==> config.mk <==
export PLATFORM = sky130hd
export DESIGN_NAME = lpddr3_dm_lane_tx_ctrl
export DESIGN_NICKNAME = d
export VERILOG_FILES = /design/src/rtl/lpddr3_dm_lane_tx_ctrl.sv
export SDC_FILE = /design/constraint.sdc
export NUM_CORES = 1
export LEC_CHECK = 0
export BUFFER_PORTS_ARGS = -buffer_cell sky130_fd_sc_hd__buf_2
export CORE_AREA = 2 2 72 74
export CTS_BUF_LIST = sky130_fd_sc_hd__clkbuf_8
export DETAILED_ROUTE_END_ITERATION = 16
export DIE_AREA = 0 0 74 76
export GPL_TIMING_DRIVEN = 0
export PLACE_DENSITY = 0.82
export SYNTH_ARGS = -nofsm -noshare
export SYNTH_HDL_FRONTEND = slang
export SYNTH_SLANG_ARGS = --single-unit
==> constraint.sdc <==
create_clock -name FAB_CLK -period 2.07 [get_ports FAB_CLK]
set_input_delay 0.414 -clock FAB_CLK [delete_from_list [all_inputs] [get_ports FAB_CLK]]
set_output_delay 0.414 -clock FAB_CLK [all_outputs]
set_load 0.1 [all_outputs]
==> src/rtl/lpddr3_dm_lane_tx_ctrl.sv <==
// lpddr3_dm_lane_tx_ctrl
// Fabric-side write-path controller for one LPDDR3 DM lane. It turns BL8
// write-mask requests into TX/OE words at write latency, drives ODT during
// reads, and sequences delay-line load/move pulses for training.
// Optional build macro: LPDDR3_DM_OE_POSTAMBLE_EN adds one OE postamble
// cycle after the last burst of a train.
//
// Handshake: a write burst is taken on any rising FAB_CLK edge where
// wr_valid & wr_ready are both 1. wr_ready is registered, so it never
// depends combinationally on wr_valid. The requester holds wr_valid and
// wr_mask stable until that edge.
module lpddr3_dm_lane_tx_ctrl #(
    parameter int WL_CYCLES  = 4,
    parameter int PRE_CYCLES = 1,
    parameter int MOVE_GAP   = 3
) (
    input  logic       FAB_CLK,
    input  logic       ARST_N,
    input  logic       wr_valid,
    output logic       wr_ready,
    input  logic [7:0] wr_mask,
    input  logic       rd_active,
    input  logic       dly_req,
    input  logic       dly_load,
    input  logic       dly_dir,
    input  logic [7:0] dly_steps,
    output logic       dly_busy,
    output logic       dly_done,
    output logic       dly_oor,
    output logic [7:0] TX_DATA_0,
    output logic [3:0] OE_DATA_0,
    output logic       ODT_EN_0,
    output logic       DELAY_LINE_LOAD_0,
    output logic       DELAY_LINE_MOVE_0,
    output logic       DELAY_LINE_DIRECTION_0,
    input  logic       DELAY_LINE_OUT_OF_RANGE_0,
    output logic [2:0] dly_state
);

    // The preamble looks ahead into the pipeline; it cannot look further
    // than the accept cycle itself.
    localparam int PRE_EFF = (PRE_CYCLES < WL_CYCLES) ? PRE_CYCLES : WL_CYCLES;
    localparam logic [7:0] GAP_LOAD = 8'(MOVE_GAP - 1);

    typedef enum logic [2:0] {
        IDLE = 3'd0,
        LOAD = 3'd1,
        MOVE = 3'd2,
        GAP  = 3'd3,
        DONE = 3'd4
    } dly_state_t;

    dly_state_t state_q, state_d;
    logic [7:0] cnt_q, cnt_d;
    logic [7:0] gap_q, gap_d;
    logic       dir_q, dir_d;
    logic       oor_d;
    logic       oor_hit;
    logic       act;

    logic                 accept;
    logic [WL_CYCLES-1:0] pv_q;
    logic [7:0]           pm_q  [0:WL_CYCLES-1];
    logic [WL_CYCLES:0]   v_all;
    logic [7:0]           m_all [0:WL_CYCLES];
    logic                 look;
    logic                 burst_q;
    logic [7:0]           tx_d;
    logic [3:0]           oe_d;

    assign accept    = wr_valid & wr_ready;
    assign dly_state = state_q;

    // Stage view of the write pipeline: index 0 is the accept cycle,
    // index WL_CYCLES is the slot being presented on TX this cycle.
    always_comb begin
        v_all    = {pv_q, accept};
        m_all[0] = wr_mask;
        for (int i = 1; i <= WL_CYCLES; i++) m_all[i] = pm_q[i-1];
    end

    // Write pipeline shift register with per-slot valid bits.
    always_ff @(posedge FAB_CLK or negedge ARST_N) begin
        if (!ARST_N) begin
            pv_q <= '0;
            for (int i = 0; i < WL_CYCLES; i++) pm_q[i] <= 8'h00;
        end else begin
            for (int i = 0; i < WL_CYCLES; i++) begin
                pv_q[i] <= v_all[i];
                pm_q[i] <= m_all[i];
            end
        end
    end

    // Next TX/OE words: data at the output slot, OE covering the slot plus
    // any burst within the preamble window (and optionally a postamble).
    always_comb begin
        look = 1'b0;
        for (int d = 0; d <= PRE_EFF; d++) look = look | v_all[WL_CYCLES-d];
        tx_d = v_all[WL_CYCLES] ? m_all[WL_CYCLES] : 8'h00;
`ifdef LPDDR3_DM_OE_POSTAMBLE_EN
        oe_d = (look | burst_q) ? 4'hF : 4'h0;
`else
        oe_d = look ? 4'hF : 4'h0;
`endif
    end

    // Registered TX/OE/ODT outputs; ODT uses next-cycle OE so the two never overlap.
    always_ff @(posedge FAB_CLK or negedge ARST_N) begin
        if (!ARST_N) begin
            TX_DATA_0 <= 8'h00;
            OE_DATA_0 <= 4'h0;
            ODT_EN_0  <= 1'b0;
            burst_q   <= 1'b0;
        end else begin
            TX_DATA_0 <= tx_d;
            OE_DATA_0 <= oe_d;
            ODT_EN_0  <= rd_active & ~(|oe_d);
            burst_q   <= v_all[WL_CYCLES];
        end
    end

    // Delay FSM state register and captured request fields.
    always_ff @(posedge FAB_CLK or negedge ARST_N) begin
        if (!ARST_N) begin
            state_q <= IDLE;
            cnt_q   <= 8'h00;
            gap_q   <= 8'h00;
            dir_q   <= 1'b0;
            dly_oor <= 1'b0;
        end else begin
            state_q <= state_d;
            cnt_q   <= cnt_d;
            gap_q   <= gap_d;
            dir_q   <= dir_d;
            dly_oor <= oor_d;
        end
    end

    // Delay FSM next-state logic, sticky out-of-range tracking.
    always_comb begin
        state_d = state_q;
        cnt_d   = cnt_q;
        gap_d   = gap_q;
        dir_d   = dir_q;
        oor_d   = dly_oor;
        oor_hit = dly_oor | DELAY_LINE_OUT_OF_RANGE_0;
        if (state_q == IDLE) begin
            if (dly_req) oor_d = 1'b0;
        end else if (DELAY_LINE_OUT_OF_RANGE_0) begin
            oor_d = 1'b1;
        end
        case (state_q)
            IDLE: begin
                if (dly_req) begin
                    dir_d = dly_dir;
                    cnt_d = dly_steps;
                    if (dly_load)             state_d = LOAD;
                    else if (dly_steps != 0)  state_d = MOVE;
                    else                      state_d = DONE;
                end
            end
            LOAD: state_d = (cnt_q != 0 && !oor_hit) ? MOVE : DONE;
            MOVE: begin
                cnt_d   = cnt_q - 8'd1;
                gap_d   = GAP_LOAD;
                state_d = GAP;
            end
            GAP: begin
                if (gap_q != 0)                  gap_d   = gap_q - 8'd1;
                else if (cnt_q == 0 || oor_hit) state_d = DONE;
                else                             state_d = MOVE;
            end
            DONE:    state_d = IDLE;
            default: state_d = IDLE;
        endcase
    end

    assign act = (state_d != IDLE) | (state_q != IDLE);

    // Registered delay-line pulses, status and write back-pressure.
    always_ff @(posedge FAB_CLK or negedge ARST_N) begin
        if (!ARST_N) begin
            DELAY_LINE_LOAD_0      <= 1'b0;
            DELAY_LINE_MOVE_0      <= 1'b0;
            DELAY_LINE_DIRECTION_0 <= 1'b0;
            dly_done               <= 1'b0;
            dly_busy               <= 1'b0;
            wr_ready               <= 1'b0;
        end else begin
            DELAY_LINE_LOAD_0      <= (state_q == LOAD);
            DELAY_LINE_MOVE_0      <= (state_q == MOVE);
            DELAY_LINE_DIRECTION_0 <= act & dir_d;
            dly_done               <= (state_q == DONE);
            dly_busy               <= act;
            wr_ready               <= ~act & ~rd_active;
        end
    end

endmodule

# After elaboration in Yosys (flattened, before gate mapping)
# Cells that the tools add are included.
# Widths: inputs -> output; s select.
# totals
reg_bits	76
latchBits	0
ramBits	0
romBits	0
out_inout_bits	23
mem_count	0
# op_classes
n_addsub	2
mul	0
div_mod_pow	0
n_lt_le_gt_ge	0
n_eq_ne	6
shift	0
n_mux	18
bitwise	10
reduce_logical	17
# op_table
operator	n
$pmux 8 s2	2
$mux 8	3
$reduce_bool 8->1	3
$mux 3	6
$sub 8x1->8 const B	2
$pmux 3 s4	1
$logic_not 8->1	1
$eq 3x2->1 const B	2
$reduce_and 2->1	3
$reduce_bool 2->1	3
$reduce_bool 3->1	2
$mux 1	5
$and 1x1->1	4
$mux 4	1
$ne 2x2->1 const B	2
$reduce_or 4->1	1
$eq 3x1->1 const B	1
$eq 3x3->1 const B	1
$logic_not 3->1	1
$not 1->1	3
$or 1x1->1	3
$logic_and 1x1->1	1
$logic_not 1->1	1
$logic_or 1x1->1	1

# Logic depth before layout (Yosys ltp)
# Gate-level depths: netlist of run 1.
# logic_depth
word_depth	9
mapped_depth	8
ltp_nobuf	6

# Least setup slack after synthesis of run 1
# No wires, ideal clock.
# synth_path
path_kind	register to register
startpoint	register state_q[1], in the netlist dly_state[1]
endpoint	register cnt_q[5]
setup_ns	0.126
arrival_time_ns	2.202
required_ns	1.944
path_slack_ns	-0.258
stages_incl_launch_ff	9
path_buffers	3
path_cell_list	dfrtp_1 -> buf_2 -> or3b_1 -> buf_2 -> inv_2 -> buf_4 -> o21ai_0 -> a21oi_1 -> nor2_1
# synth_between
elab_chain_cells	3
elab_cells_between_ends	6
cone_classes	eq/ne (2); mux (1); reduce/logical (3)
# synth_lines
item	line_no	text
start: declaration	53	dly_state_t state_q, state_d;
start signal: assignment	132	state_q <= state_d;
$eq 3x2->1 or $logic_not 3->1 (tied branches)	153	case (state_q)
$reduce_bool 2->1 (no source line) or $ne 2x2->1 (tied branches)	-	
$reduce_and 2->1 (no source line)	-	
end signal: assignment	133	cnt_q <= cnt_d;
end: declaration	54	logic [7:0] cnt_q, cnt_d;
# Several ways; a longest one is shown, not always the timed one.
# A chain may end at the register's enable or synchronous reset.

# Final worst setup path of run 1
# layout_path
startpoint	register gap_q[0]
endpoint	register gap_q[4]
# layout_between
elab_chain_cells	3
elab_cells_between_ends	6
cone_classes	add/sub (1); eq/ne (1); mux (2); reduce/logical (2)
# layout_lines
item	line_no	text
start: declaration	55	logic [7:0] gap_q, gap_d;
start signal: assignment	134	gap_q <= gap_d;
$sub 8x1->8 or $reduce_bool 8->1 (tied branches)	170	if (gap_q != 0) gap_d = gap_q - 8'd1;
$mux 8 or $ne 2x2->1 (tied branches)	-	
$pmux 8 s2 or $reduce_and 2->1 (tied branches)	-	
# Several ways; a longest one is shown, not always the timed one. The select of a mux whose other input is x is not followed.

==> results.tsv, run 1 <==
stage	metric	value	unit
place	place_ws	0.121	ns
global_routing	grt_pass1_vias	1738	
timing	fin_hold_ws	0.177	ns
worst_setup_path	r2r_slack	0.1	ns
floorplanning	die_h	76	um
yosys	syn_nets	235	
clocking	cts_root_buf	clkbuf_8	
power	power	0.00523	W
clocking	clockBufferDepth	2	
clocking	cts_tree	built	
global_routing	grt_max_degree	74	
worst_setup_path	r2r-start	gap_q[0]	
yosys	synth.avg_cell_area	12.7	um2
timing	setup_ws	0.100	ns
yosys	synth_edf_count	0	
power	vdd_drop_max	0.000953	V
floorplanning	start_util	53.9	%
min_path	hp-class	primary input to asynchronous set/reset pin	
clocking	clk_pin_slew_worst_paths	0.07	ns
yosys	syn-instance-count	208	
place	dp_hpwl	3170	um
route	post_drt_via_cell_ratio	5.23	
worst_setup_path	worstPathArrival	2.23	ns
clocking	clock_latency	0.34	ns
yosys	synthFlopType	dfrtp_1	
route	drtAntennaViolNets	0	
floorplanning	die_x	74	um
floorplanning	dieArea	5620	um2
worst_setup_path	crit_fanout	7	
layout	drive_above_1_share	31.8	%
timing	slew_violations	0	
timing	period_needed	1.97	ns
route	drt_first_pass_iters	4	
yosys	async_reset_ff_share	100	%
flow_run	maxCapViolCount	0	
floorplanning	io_pins	47	
layout	stdcell_count	344	
timing	clock_skew	0.00544	ns
place	io_buffer_count	46	
layout	diodes	0	
timing	worst_pin_slew	0.861	ns
yosys	yosysSeqAreaShare	68.9	%
global_routing	track_usage	19.6	%
power	power-per-cell-area	1620	nW/um2
global_routing	grt-ovfl-total	0	
floorplanning	coreArea	4910	um2
status	status	complete, no violations	
timing	relSlewSlack	42.6	%
global_routing	grt_pass1_wl	8160	um
layout	nNetsFinal	296	
yosys	ys_seq_elements	73	
timing	fin_crit_sh	95.2	%
global_routing	grt_antenna_before_repair	0	
route	vias	1800	
worst_setup_path	ff2ff_path_depth	8	
worst_setup_path	end_kind	flop	
worst_setup_path	startpoint_type	flop	
place	placed_cells	324	
floorplanning	num_rows	26	
route	drc	0	
layout	syn_to_final_growth	22.0	%
clocking	cts_num_sinks	73	
yosys	synth-warning-count	0	
worst_setup_path	r2r_end	gap_q[4]	
yosys	synthesis.area	2650	um2
route	wire_per_inst	14.3	um
worst_setup_path	required	2.33	ns
yosys	synthDistinctLibCells	45	
timing	fmax	508	MHz
route	dr.first_iter.drc_count	101	
clocking	cts_buffers	9	
route	wirelength	4920	um
timing	finalSetupViolCount	0	
worst_setup_path	worstSetupPathType	flop to flop	
power	p_leak	1.59	nW
clocking	h-tree-depth	3	
timing	hold_viol	0	
place	finalWeightedCongestion	0.802	
-- worst max-delay path, cell delays in order (launching register included) --
cell and delay [ns]:
dfrtp_1 0.40, inv_1 0.08, ha_1 0.16, or3b_1 0.34, buf_4 0.17, o31ai_4 0.31
buf_4 0.18, o21ai_0 0.08, a21oi_1 0.16
-- sequential cells by signal, indices dropped and copies added, names as in the netlist --
name	flops
m_all	32
TX_DATA_0	8
cnt_q	8
gap_q	8
pv_q	4
dly_state	3
DELAY_LINE_DIRECTION_0	1
DELAY_LINE_LOAD_0	1
DELAY_LINE_MOVE_0	1
ODT_EN_0	1
OE_DATA_0	1
dir_q	1
dly_busy	1
dly_done	1
dly_oor	1
wr_ready	1
-- power breakdown --
| part | switching, W | internal (W) |
|---|---|---|
| combinational | 0.00152 | 0.000600 |
| clock | 0.000489 | 0.000705 |
| sequential | 0.000214 | 0.00170 |
| total | 0.00223 | 0.00300 |
-- area by class of cell --
cell class              instances  area (um2)
plain buffers                   9        56.3
inverters                       9        33.8
multi-input cells             117         742
flip-flops and latches         73        1830
clock inverters                 6        83.8
fillers                       369        1680
well taps                      70        87.6
clock buffers                  10         138
repair buffers                 50         263
-- cells in the final DEF, fill, tap and decap left out, types with 2 or more instances in the layout --
cell type,Yosys,routed
dfrtp_1,73,71
buf_2,4,48
nor2_1,13,13
nand2_1,13,13
buf_4,4,10
a21oi_1,10,10
o21ai_0,10,10
clkbuf_8,0,10
inv_1,8,9
and2_1,9,9
nor4_1,5,5
nand2b_1,4,4
or3_1,4,4
nand3_1,4,4
or2_2,3,3
nor3_1,3,3
mux2i_1,3,3
ha_1,3,3
a311oi_1,2,2
or3b_1,2,2
o31a_2,2,2
inv_2,1,2
a211o_1,2,2
o31ai_1,2,2
o22ai_1,2,2
nand4_1,2,2
bufinv_16,0,2
dfrtp_2,0,2
-- per-layer routing --
| layer | vias to the layer above | wire length [um] | global-route usage (%) |
|---|---|---|---|
| met4 | 0 | 137 | 12.7 |
| met1 | 866 | 2150 | 28.1 |
| met3 | 12 | 321 | 5.03 |
| met2 | 77 | 2310 | 26.3 |
| met5 | - | 0 | 0 |
| li1 | 845 | - | - |
-- worst max-delay path by stage --
| stage | from | to | slack (ns) | cells past startpoint |
|---|---|---|---|---|
| 4_1_cts | gap_q[1] | gap_q[5] | 0.07 | 7 |
| 5_1_grt | gap_q[0] | gap_q[5] | -0.02 | 8 |
| 6_report | gap_q[0] | gap_q[4] | 0.1 | 8 |
| 2_1_floorplan | dly_state[1] | cnt_q[5] | 0.03 | 8 |
| 3_3_place_gp | ARST_N | dly_state[0] | 0.15 | 1 |
| 3_5_place_dp | gap_q[1] | gap_q[7] | 0.12 | 7 |
-- synth_stat cells (all sizes together) (2+ instances only) --
master,n,share of area (%)
nor3,3,0.57
inv,9,1.3
or3,5,1.2
or3b,2,0.66
a211o,2,0.66
nand4,2,0.47
a21oi,10,1.9
nand3,4,0.76
o31a,2,0.76
nand2b,4,0.94
nor4,5,1.2
mux2i,3,1.1
or2,4,1.0
o31ai,3,1.4
or4,2,0.71
nor2,13,1.8
buf,8,1.9
ha,3,1.4
and2,9,2.1
a311oi,2,0.66
nand2,14,2.1
o22ai,2,0.47
dfrtp,73,69
o21ai,10,1.9
-- repair_timing --
action / in CTS / in global routing
hold buffers: 0 / 0
endpoints found under the setup margin: 0 / 6
hold endpoints to repair: 0 / 0
resized for setup: 0 / 4
buffers inserted: 0 / 4
-- per-stage QoR --
step / area (um2) / setup TNS, ns / util [%]
finish: 3230 / 0 / 65.8
global placement: 2970 / 0 / 60.5
global route: 3230 / -0.0296 / 65.8
detailed placement: 2970 / 0 / 60.5
floorplan: 2650 / 0 / -
CTS: 3190 / 0 / 65.0
-- kinds of logic after synthesis --
kind of cell / synth area share (%)
muxes: 1.13
AOI/OAI and AO/OA: 10.1
adders and majority gates: 1.42
DFF: 68.9
and+or+nand+nor: 15.1
buffers and inverters: 3.30
No activity file was read; power rests on OpenSTA's default activity.
==> run 2: changes to the inputs <==
--- a/config.mk
+++ b/config.mk
@@ -5,13 +5,14 @@
 export SDC_FILE = /design/constraint.sdc
 export NUM_CORES = 1
 export LEC_CHECK = 0
+export ABC_AREA = 1
 export BUFFER_PORTS_ARGS = -buffer_cell sky130_fd_sc_hd__buf_2
-export CORE_AREA = 2 2 72 74
+export CORE_AREA = 2 2 74 76
 export CTS_BUF_LIST = sky130_fd_sc_hd__clkbuf_8
 export DETAILED_ROUTE_END_ITERATION = 16
-export DIE_AREA = 0 0 74 76
+export DIE_AREA = 0 0 76 78
 export GPL_TIMING_DRIVEN = 0
-export PLACE_DENSITY = 0.82
+export PLACE_DENSITY = 0.81
 export SYNTH_ARGS = -nofsm -noshare
 export SYNTH_HDL_FRONTEND = slang
 export SYNTH_SLANG_ARGS = --single-unit
==> results.tsv, run 2 <==
stage	metric	value	unit
place	finalWeightedCongestion	0.904	
route	drtAntennaViolNets	0	
worst_setup_path	critPathTopFamily	buffers and inverters	
global_routing	gr-max-usage-layer	met2	
floorplanning	die_x	76	um
clocking	postCtsHoldBufs	0	
yosys	synth_area_leaders	dfrtp_1, nand2_1, inv_1	
global_routing	grt-ovfl-total	0	
worst_setup_path	worstPathArrival	1.26	ns
global_routing	use_met1	23.7	%
timing	rsz0062_at_grt	no	
min_path	hold_depth	1	
layout	drive_above_1_share	23.1	%
clocking	cts_tree	built	
yosys	synth.top_cells.by_count	dfrtp_1, nand2_1, inv_1	
yosys	synthFlopType	dfrtp_1	
route	wire_per_inst	13.1	um
clocking	clockBufferDepth	2	
clocking	h-tree-depth	3	
clocking	clk_pin_slew_worst_paths	0.07	ns
yosys	syn_nets	307	
power	comb_power_share	42.7	%
route	drc	0	
floorplanning	num_rows	26	
layout	syn_to_final_growth	19.3	%
worst_setup_path	crit_fanout	5	
route	vias	2024	
yosys	synthesis.area	2800	um2
yosys	synth.most_common_cell	dfrtp_1	
timing	fin_crit_sh	81.0	%
worst_setup_path	end_kind	output pin	
route	dr.first_iter.drc_count	126	
yosys	yosys.area.top_type	dfrtp_1	
flow_run	maxCapViolCount	0	
yosys	async_reset_ff_share	100	%
worst_setup_path	max_stage_delay	0.47	ns
clocking	cts_resized	0	
global_routing	grtUsageMet3	6.40	%
yosys	yosysSeqAreaShare	65.2	%
worst_setup_path	worstSetupPathType	flop to output pin	
power	p_leak	1.83	nW
layout	diodes	0	
timing	period_needed	1.68	ns
timing	setup_tns	0	ns
layout	final_cell_mix	dfrtp_1, nand2_1, buf_2, inv_1, nor2_1	
power	p_sw	0.00247	W
timing	clock_skew	0.00589	ns
power	power	0.00544	W
layout	fin_util	66.3	%
yosys	synthDistinctLibCells	29	
power	vdd_drop_max	0.000953	V
global_routing	met2_usage	35.1	%
power	sw_frac_of_total	45.4	%
floorplanning	dieArea	5930	um2
worst_setup_path	cp_cell_sequence	buf_2	
yosys	synth-warning-count	0	
worst_setup_path	path_buf_inv	1	
layout	nNetsFinal	364	
layout	final_common_cell	dfrtp_1	
clocking	clock_latency	0.34	ns
yosys	synth_edf_count	0	
power	seqPwrFrac	35.3	%
clocking	cts_buffers	9	
timing	fmax	596	MHz
floorplanning	start_util	55.5	%
worst_setup_path	ff2ff_path_depth	7	
floorplanning	io_pins	47	
worst_setup_path	required	1.66	ns
floorplanning	coreArea	5040	um2
yosys	synth.avg_cell_area	10.0	um2
worst_setup_path	crit_cells	1	
clocking	cts_num_sinks	73	
status	status	complete, no violations	
place	dp_hpwl	3690	um
global_routing	grt_pass1_wl	9250	um
clocking	cts_root_buf	clkbuf_8	
global_routing	track_usage	20.3	%
route	post_drt_via_cell_ratio	4.91	
timing	slew_violations	0	
timing	worst_pin_slew	0.864	ns
power	power_frac_clock	22.0	%
clocking	cts_setup_buffers	0	
min_path	hp-class	primary input to flop	
power	power-per-cell-area	1630	nW/um2
route	drt_first_pass_iters	5	
layout	largest_register_ffs	32	
power	p_int	0.00297	W
yosys	syn-instance-count	280	
worst_setup_path	startpoint_type	flop	
worst_setup_path	slowest_stage	buf_2	
place	io_buffer_count	46	
yosys	yosys.area.top_type_share	65.2	%
floorplanning	die_h	78	um
route	wirelength	5390	um
timing	relSlewSlack	42.4	%
yosys	ys_seq_elements	73	
timing	hold_viol	0	
global_routing	grt_pass1_vias	2072	
global_routing	grt_antenna_before_repair	0	
global_routing	grt_max_degree	74	
timing	finalSetupViolCount	0	
==> run 2: cell count changes in the layout (fill, tap and decap cells not counted), sizes merged, moves of 12 or more <==
cell / before / now
nand2: 14 / 66
nand3: 4 / 16
nor2: 13 / 37
inv: 11 / 43
==> run 2: final cells by class <==
cell class / count / area, um2
clock buffer: 10 / 138
tap: 70 / 87.6
fill: 386 / 1700
timing repair buffer: 46 / 233
clock inverter: 6 / 83.8
multi-input combinational: 160 / 777
inverter: 41 / 154
sequential: 73 / 1830
buffer: 6 / 42.5
==> run 2: final timing paths <==
check / startpoint / to / slack [ns]
setup / recovery: dly_state[0] / dly_state[0] / 0.39
hold / removal: wr_mask[4] / m_all[28] / 0.17
setup reg to reg: gap_q[0] / gap_q[1] / 0.43
hold reg to reg: m_all[15] / m_all[7] / 0.35
max in group asynchronous: ARST_N / m_all[15] / 1.32
min in group asynchronous: ARST_N / m_all[21] / 0.19
==> run 2: cell families after synthesis <==
| family | Yosys count | synth area share [%] |
|---|---|---|
| xor gates and xnor gates | 3 | 0.939 |
| AOI/OAI and AO/OA | 25 | 5.14 |
| and+or+nand+nor | 129 | 20.3 |
| buffers and inverters | 47 | 7.01 |
| adders and majority gates | 3 | 1.34 |
| DFF | 73 | 65.2 |
==> run 2: worst reg2reg max path, delay by kind of cell, from the launching register on <==
| family | cells | cell delay [ns] |
|---|---|---|
| adders and majority gates | 1 | 0.29 |
| and+or+nand+nor | 3 | 0.29 |
| AOI/OAI and AO/OA | 2 | 0.54 |
| buffers and inverters | 1 | 0.10 |
| DFF | 1 | 0.36 |
==> run 2: layer usage <==
metal / vias to the layer above / share of wire [%] / wire length (um)
met5: - / 0 / 0
met4: 0 / 2.2 / 121
met3: 16 / 6.3 / 337
met2: 80 / 51 / 2730
met1: 948 / 41 / 2200
li1: 980 / - / -
==> run 2: metrics by stage <==
stage / cell area [um2] / hold slack (ns) / setup WS [ns] / std cells
2_1_floorplan: 2800 / 0.118 / 0.167 / 280
3_5_place_dp: 3120 / 0.337 / 0.498 / 396
4_1_cts: 3340 / 0.159 / 0.376 / 412
3_3_place_gp: 3120 / 0.333 / 0.257 / 396
6_report: 3340 / 0.175 / 0.393 / 412
5_1_grt: 3340 / 0.153 / 0.299 / 412
==> run 2: power by group through the flow <==
stage | clock network [W] | registers [W] | logic, W
2_1_floorplan | 0 | 0.00258 | 0.00117
3_3_place_gp | 0 | 0.00192 | 0.00220
3_5_place_dp | 0 | 0.00194 | 0.00228
4_1_cts | 0.00122 | 0.00192 | 0.00231
5_1_grt | 0.00129 | 0.00195 | 0.00254
6_report | 0.00120 | 0.00192 | 0.00232
